[src/rtl/dist_pkg.sv]
// Shared types and helpers for the serial N-dimensional distance engine.
package dist_pkg;

  typedef enum logic {
    DIST_MAN   = 1'b0,
    DIST_SQEUC = 1'b1
  } dist_mode_e;

  typedef enum logic [1:0] {
    S_WAIT  = 2'd0,
    S_ACCUM = 2'd1,
    S_DONE  = 2'd2
  } dist_state_e;

  // Counter width that never collapses to zero bits, even for a single dimension.
  function automatic int clog2_min1(input int n);
    return (n <= 2) ? 1 : $clog2(n);
  endfunction

endpackage

[src/rtl/dist_term.sv]
// Per-dimension distance term: absolute difference, or its square.
module dist_term
  import dist_pkg::*;
#(
  parameter int WIDTH = 4
) (
  input  logic [WIDTH-1:0]   a,
  input  logic [WIDTH-1:0]   b,
  input  dist_mode_e         mode,
  output logic [2*WIDTH-1:0] term
);

  logic [WIDTH-1:0]   diff;
  logic [2*WIDTH-1:0] diff_ext;

  always_comb begin
    // Compare first so the subtraction can never wrap.
    diff     = (a >= b) ? (a - b) : (b - a);
    diff_ext = {{WIDTH{1'b0}}, diff};
    term     = (mode == DIST_SQEUC) ? (diff_ext * diff_ext) : diff_ext;
  end

endmodule

[src/rtl/dist_acc_nd.sv]
// Serial distance engine: accumulates one dimension per clock, then holds the result for the sorter.
module dist_acc_nd
  import dist_pkg::*;
#(
  parameter  int WIDTH  = 4,
  parameter  int DIMS   = 4,
  localparam int DIST_W = 2*WIDTH + $clog2(DIMS)
) (
  input  logic                  clk_i,
  input  logic                  rst_i,
  input  logic [DIMS*WIDTH-1:0] a_i,
  input  logic [DIMS*WIDTH-1:0] b_i,
  input  logic                  mode_i,
  input  logic                  valid_i,
  output logic                  ready_o,
  output logic                  valid_o,
  input  logic                  yumi_i,
  output logic [DIST_W-1:0]     dist_o
);

  localparam int IDX_W = clog2_min1(DIMS);
  localparam logic [IDX_W-1:0] IDX_LAST = IDX_W'(DIMS - 1);

  dist_state_e           state;
  logic [IDX_W-1:0]      idx;
  logic [DIST_W-1:0]     acc;
  logic [DIST_W-1:0]     dist_q;
  logic [DIMS*WIDTH-1:0] a_q;
  logic [DIMS*WIDTH-1:0] b_q;
  dist_mode_e            mode_q;

  logic [WIDTH-1:0]      a_d;
  logic [WIDTH-1:0]      b_d;
  logic [2*WIDTH-1:0]    term;
  logic [DIST_W-1:0]     acc_next;
  logic                  accept;

  assign ready_o = (state == S_WAIT);
  assign valid_o = (state == S_DONE);
  assign dist_o  = dist_q;
  assign accept  = valid_i && ready_o;

  always_comb begin
    a_d      = a_q[int'(idx)*WIDTH +: WIDTH];
    b_d      = b_q[int'(idx)*WIDTH +: WIDTH];
    acc_next = acc + DIST_W'(term);
  end

  dist_term #(
    .WIDTH (WIDTH)
  ) u_term (
    .a    (a_d),
    .b    (b_d),
    .mode (mode_q),
    .term (term)
  );

  // Operand capture: ports are only sampled on the accept edge.
  always_ff @(posedge clk_i) begin
    if (accept) begin
      a_q    <= a_i;
      b_q    <= b_i;
      mode_q <= dist_mode_e'(mode_i);
    end
  end

  // Control, accumulator and result register.
  always_ff @(posedge clk_i or posedge rst_i) begin
    if (rst_i) begin
      state  <= S_WAIT;
      idx    <= '0;
      acc    <= '0;
      dist_q <= '0;
    end else begin
      case (state)
        S_WAIT: begin
          if (valid_i) begin
            state <= S_ACCUM;
            idx   <= '0;
            acc   <= '0;
          end
        end
        S_ACCUM: begin
          acc <= acc_next;
          if (idx == IDX_LAST) begin
            dist_q <= acc_next;
            state  <= S_DONE;
          end else begin
            idx <= idx + IDX_W'(1);
          end
        end
        S_DONE: begin
          if (yumi_i) state <= S_WAIT;
        end
        default: state <= S_WAIT;
      endcase
    end
  end

endmodule

[config.mk]
export PLATFORM = sky130hd
export DESIGN_NAME = dist_acc_nd
export DESIGN_NICKNAME = d
export VERILOG_FILES = /design/src/rtl/dist_pkg.sv /design/src/rtl/dist_term.sv /design/src/rtl/dist_acc_nd.sv
export SDC_FILE = /design/constraint.sdc
export NUM_CORES = 1
export LEC_CHECK = 0
export ABC_AREA = 1
export CAP_MARGIN = 20
export CORE_MARGIN = 5
export CORE_UTILIZATION = 30
export CTS_BUF_LIST = sky130_fd_sc_hd__clkbuf_4
export DETAILED_ROUTE_END_ITERATION = 6
export PLACE_DENSITY = 0.58
export SLEW_MARGIN = 40
export SYNTH_ARGS = -nofsm -noshare
export SYNTH_HDL_FRONTEND = slang
export SYNTH_HIERARCHICAL = 1
export SYNTH_SLANG_ARGS = --single-unit
[constraint.sdc]
create_clock -name clk_i -period 4.7 [get_ports clk_i]
set_input_delay 0.47 -clock clk_i [delete_from_list [all_inputs] [get_ports clk_i]]
set_output_delay 0.47 -clock clk_i [all_outputs]
set_load 0.01 [all_outputs]
==> impl_metrics.toml <==
[critical_path]
cp_max_fo = 6
crit_type = "reg -> reg"
start_kind = "flop"
required_ns = 4.99
cp_data_arrival_time_ns = 4.59
end_kind = "flop"
slowest_delay_ns = 0.41
cp_common_cell = "inv_1"
cp_slowest_cell = "dfrtp_2"

[job]
cap_viol_max_count = 0

[detailed_routing]
ant_nets = 0
wire_per_inst_um = 12.4
vias_per_cell = 4.59
drc = 0
dr.pass1.iters = 4
drtIter0Drc = 83
finalWirelength_um = 6840
vias = 2529

[cells_and_area]
antenna-diode-count = 0
nNetsFinal = 469
drive_gt1_share_pct = 14.2
fin_area_mm2 = 0.00408
multiInputGateArea_mm2 = 0.00141
seqCellArea_mm2 = 0.00159
area_growth_syn_to_layout_pct = 28.5
utilization_pct = 39.5
fillCellCount = 1030

[synthesis]
synthMuxAreaShare_pct = 0
yosysTopAreaCell = "edfxtp_1"
synth-adder-area-share_pct = 9.39
synth_top_family_by_area = "simple AND/OR/NAND/NOR gates"
synth_most_common_cell = "nand2_1"
synth_compound_area_share_pct = 10.1
synth_ff_type = "edfxtp_1"
yosys_warnings = 6
synth_top_cells_by_area = "edfxtp_1, dfrtp_1, nand2_1"
synth_top_cell_area_share_pct = 31.2
synth.avg_cell_area_um2 = 9.17
ys_seq_elements = 57
netlist_area_mm2 = 0.00317
yosys.area_share.simple_pct = 22.8
ys_seq_area_share_pct = 50.2
synth_cell_type_count = 34
async_flop_share_pct = 42.1
synth_xor_xnor_area_share_pct = 1.10
synth-edff-count = 33
syn_nets = 405
synthTopCellsByCount = "nand2_1, inv_1, nor2_1"
syn_inst = 346

[grt]
grt_pass1_wl_um = 11800
grt_pass1_vias = 2598
grt_usage_pct = 11.3
grt-ovfl-total = 0
antenna_found_initial = 0
grt_max_degree = 34

[floorplanning]
die_w_um = 113
ios = 49
num_rows = 37
die_h_um = 113
start_util_pct = 30.7
dieArea_mm2 = 0.0127
coreArea_mm2 = 0.0103

[clock_tree]
cts_buffers = 9
clk_pin_slew_ns = 0.11
clock_path_buffers = 2
cts_tree = "done"
cts_sinks = 57
htreeDepth = 3
clock_latency_ns = 0.39
cts_root_buf = "clkbuf_4"

[sta]
clock-skew-final_ns = 0.0109
relSlewSlack_pct = 66.4
finalCritPeriodShare_pct = 91.4
layout_min_cycle_time_ns = 4.30
setup_violations = 0
fin_tns_setup_ns = 0
drv_slew = 0
hold_viol = 0
worst_pin_slew_ns = 0.503
max_freq_ghz = 0.233
grt_setup_unrepaired = "false"

[placed_design]
gp_congestion = 0.808
postPlaceCellArea_mm2 = 0.00382
io_buffers = 48
place_hpwl_um = 5050

[status]
status = "completed"

[hold_path]
hp-class = "in -> async"
## cells by family (layout without fill, tap and decap cells)
family          count (synthesis)  count (layout)
fa+ha+maj                      22              22
simple gates                  157             157
xor+xnor                        4               4
flops                          57              57
compound gates                 56              56
buf+inv                        50             119
## stage by stage
stage	setup slack, ns	instances	hold slack (ns)
2_1_floorplan	0.549	346	0.456
3_3_place_gp	0.396	528	0.466
3_5_place_dp	0.214	528	0.468
4_1_cts	0.202	544	0.414
5_1_grt	0.00734	551	0.440
6_report	0.404	551	0.414
## critical path, delay by kind of cell (launching register included)
| kind | cells | cell delay (ns) |
|---|---|---|
| AOI/OAI and AO/OA | 3 | 0.55 |
| adders and majority gates | 4 | 1.21 |
| buffers and inverters | 7 | 0.76 |
| DFF | 1 | 0.41 |
| and+or+nand+nor | 15 | 1.27 |
## what timing repair did
| action | CTS | global route |
|---|---|---|
| endpoints found under the hold margin | 0 | 0 |
| buffers inserted | 0 | 6 |
| hold buffers | 0 | 0 |
| resized for setup | 0 | 11 |
| setup endpoints to repair | 0 | 8 |
## routing by layer
metal  vias up  routed length [um]  global-route usage, %  share of wire [%]
met5         -                   0                      0                  0
met4         0                  65                   3.85               0.95
met2        69                3260                   18.4                 48
li1       1278                   -                      -                  -
met3         5                 317                   3.42                4.6
met1      1177                3200                   14.3                 47
## path summary, 6_finish.rpt
check	to	slack, ns	depth (start not counted)	from
worst max-delay path	acc[9]	0.40	29	idx[0]
worst min-delay path	acc[3]	0.41	2	rst_i
worst max register to register	acc[9]	0.40	29	idx[0]
worst min register to register	dist_o[6]	0.49	2	dist_o[6]
max in group asynchronous	idx[0]	3.92	2	rst_i
min in group clk_i	dist_o[6]	0.49	2	dist_o[6]
## area by class of cell
| type | instances | area share, % |
|---|---|---|
| Clock inverter | 6 | 2.58 |
| Inverter | 46 | 4.45 |
| Timing Repair Buffer | 56 | 13.3 |
| Timing Repair inverter | 1 | 0.123 |
| Clock buffer | 10 | 1.84 |
| Tap cell | 136 | 4.17 |
| Sequential cell | 57 | 39.1 |
| Multi-Input combinational cell | 239 | 34.5 |
## flip-flops by register name, indices dropped and copies added (netlist names)
register and cells:
acc 10, a_q 16, state 2, dist_o 10, idx 2, b_q 16, mode_q 1
## cell usage in the layout (no fill, tap or decap), types with 2 or more instances in the layout
| master | Yosys | routed |
|---|---|---|
| o22ai_1 | 9 | 6 |
| inv_1 | 40 | 37 |
| xor2_1 | 2 | 2 |
| o21ai_0 | 27 | 24 |
| nand2_1 | 76 | 75 |
| dfrtp_1 | 24 | 23 |
| nand3b_1 | 4 | 4 |
| nor2_1 | 35 | 35 |
| clkbuf_4 | 0 | 10 |
| nand3_1 | 25 | 25 |
| nand4_1 | 2 | 2 |
| xnor2_1 | 2 | 2 |
| nand2_2 | 5 | 6 |
| a21oi_1 | 10 | 9 |
| nand2_4 | 3 | 3 |
| a21oi_2 | 1 | 2 |
| bufinv_16 | 0 | 3 |
| buf_4 | 1 | 8 |
| edfxtp_1 | 33 | 33 |
| ha_1 | 19 | 19 |
| fa_1 | 3 | 3 |
| o21ai_2 | 3 | 3 |
| o22ai_2 | 0 | 3 |
| nand3_2 | 3 | 3 |
| o21ai_1 | 2 | 5 |
| inv_4 | 2 | 3 |
| inv_2 | 4 | 6 |
| clkdlybuf4s50_1 | 0 | 48 |
Power is left out: the tool's default activity adds up to more than one toggle a clock period on the data nets, which glitch-free logic cannot reach.
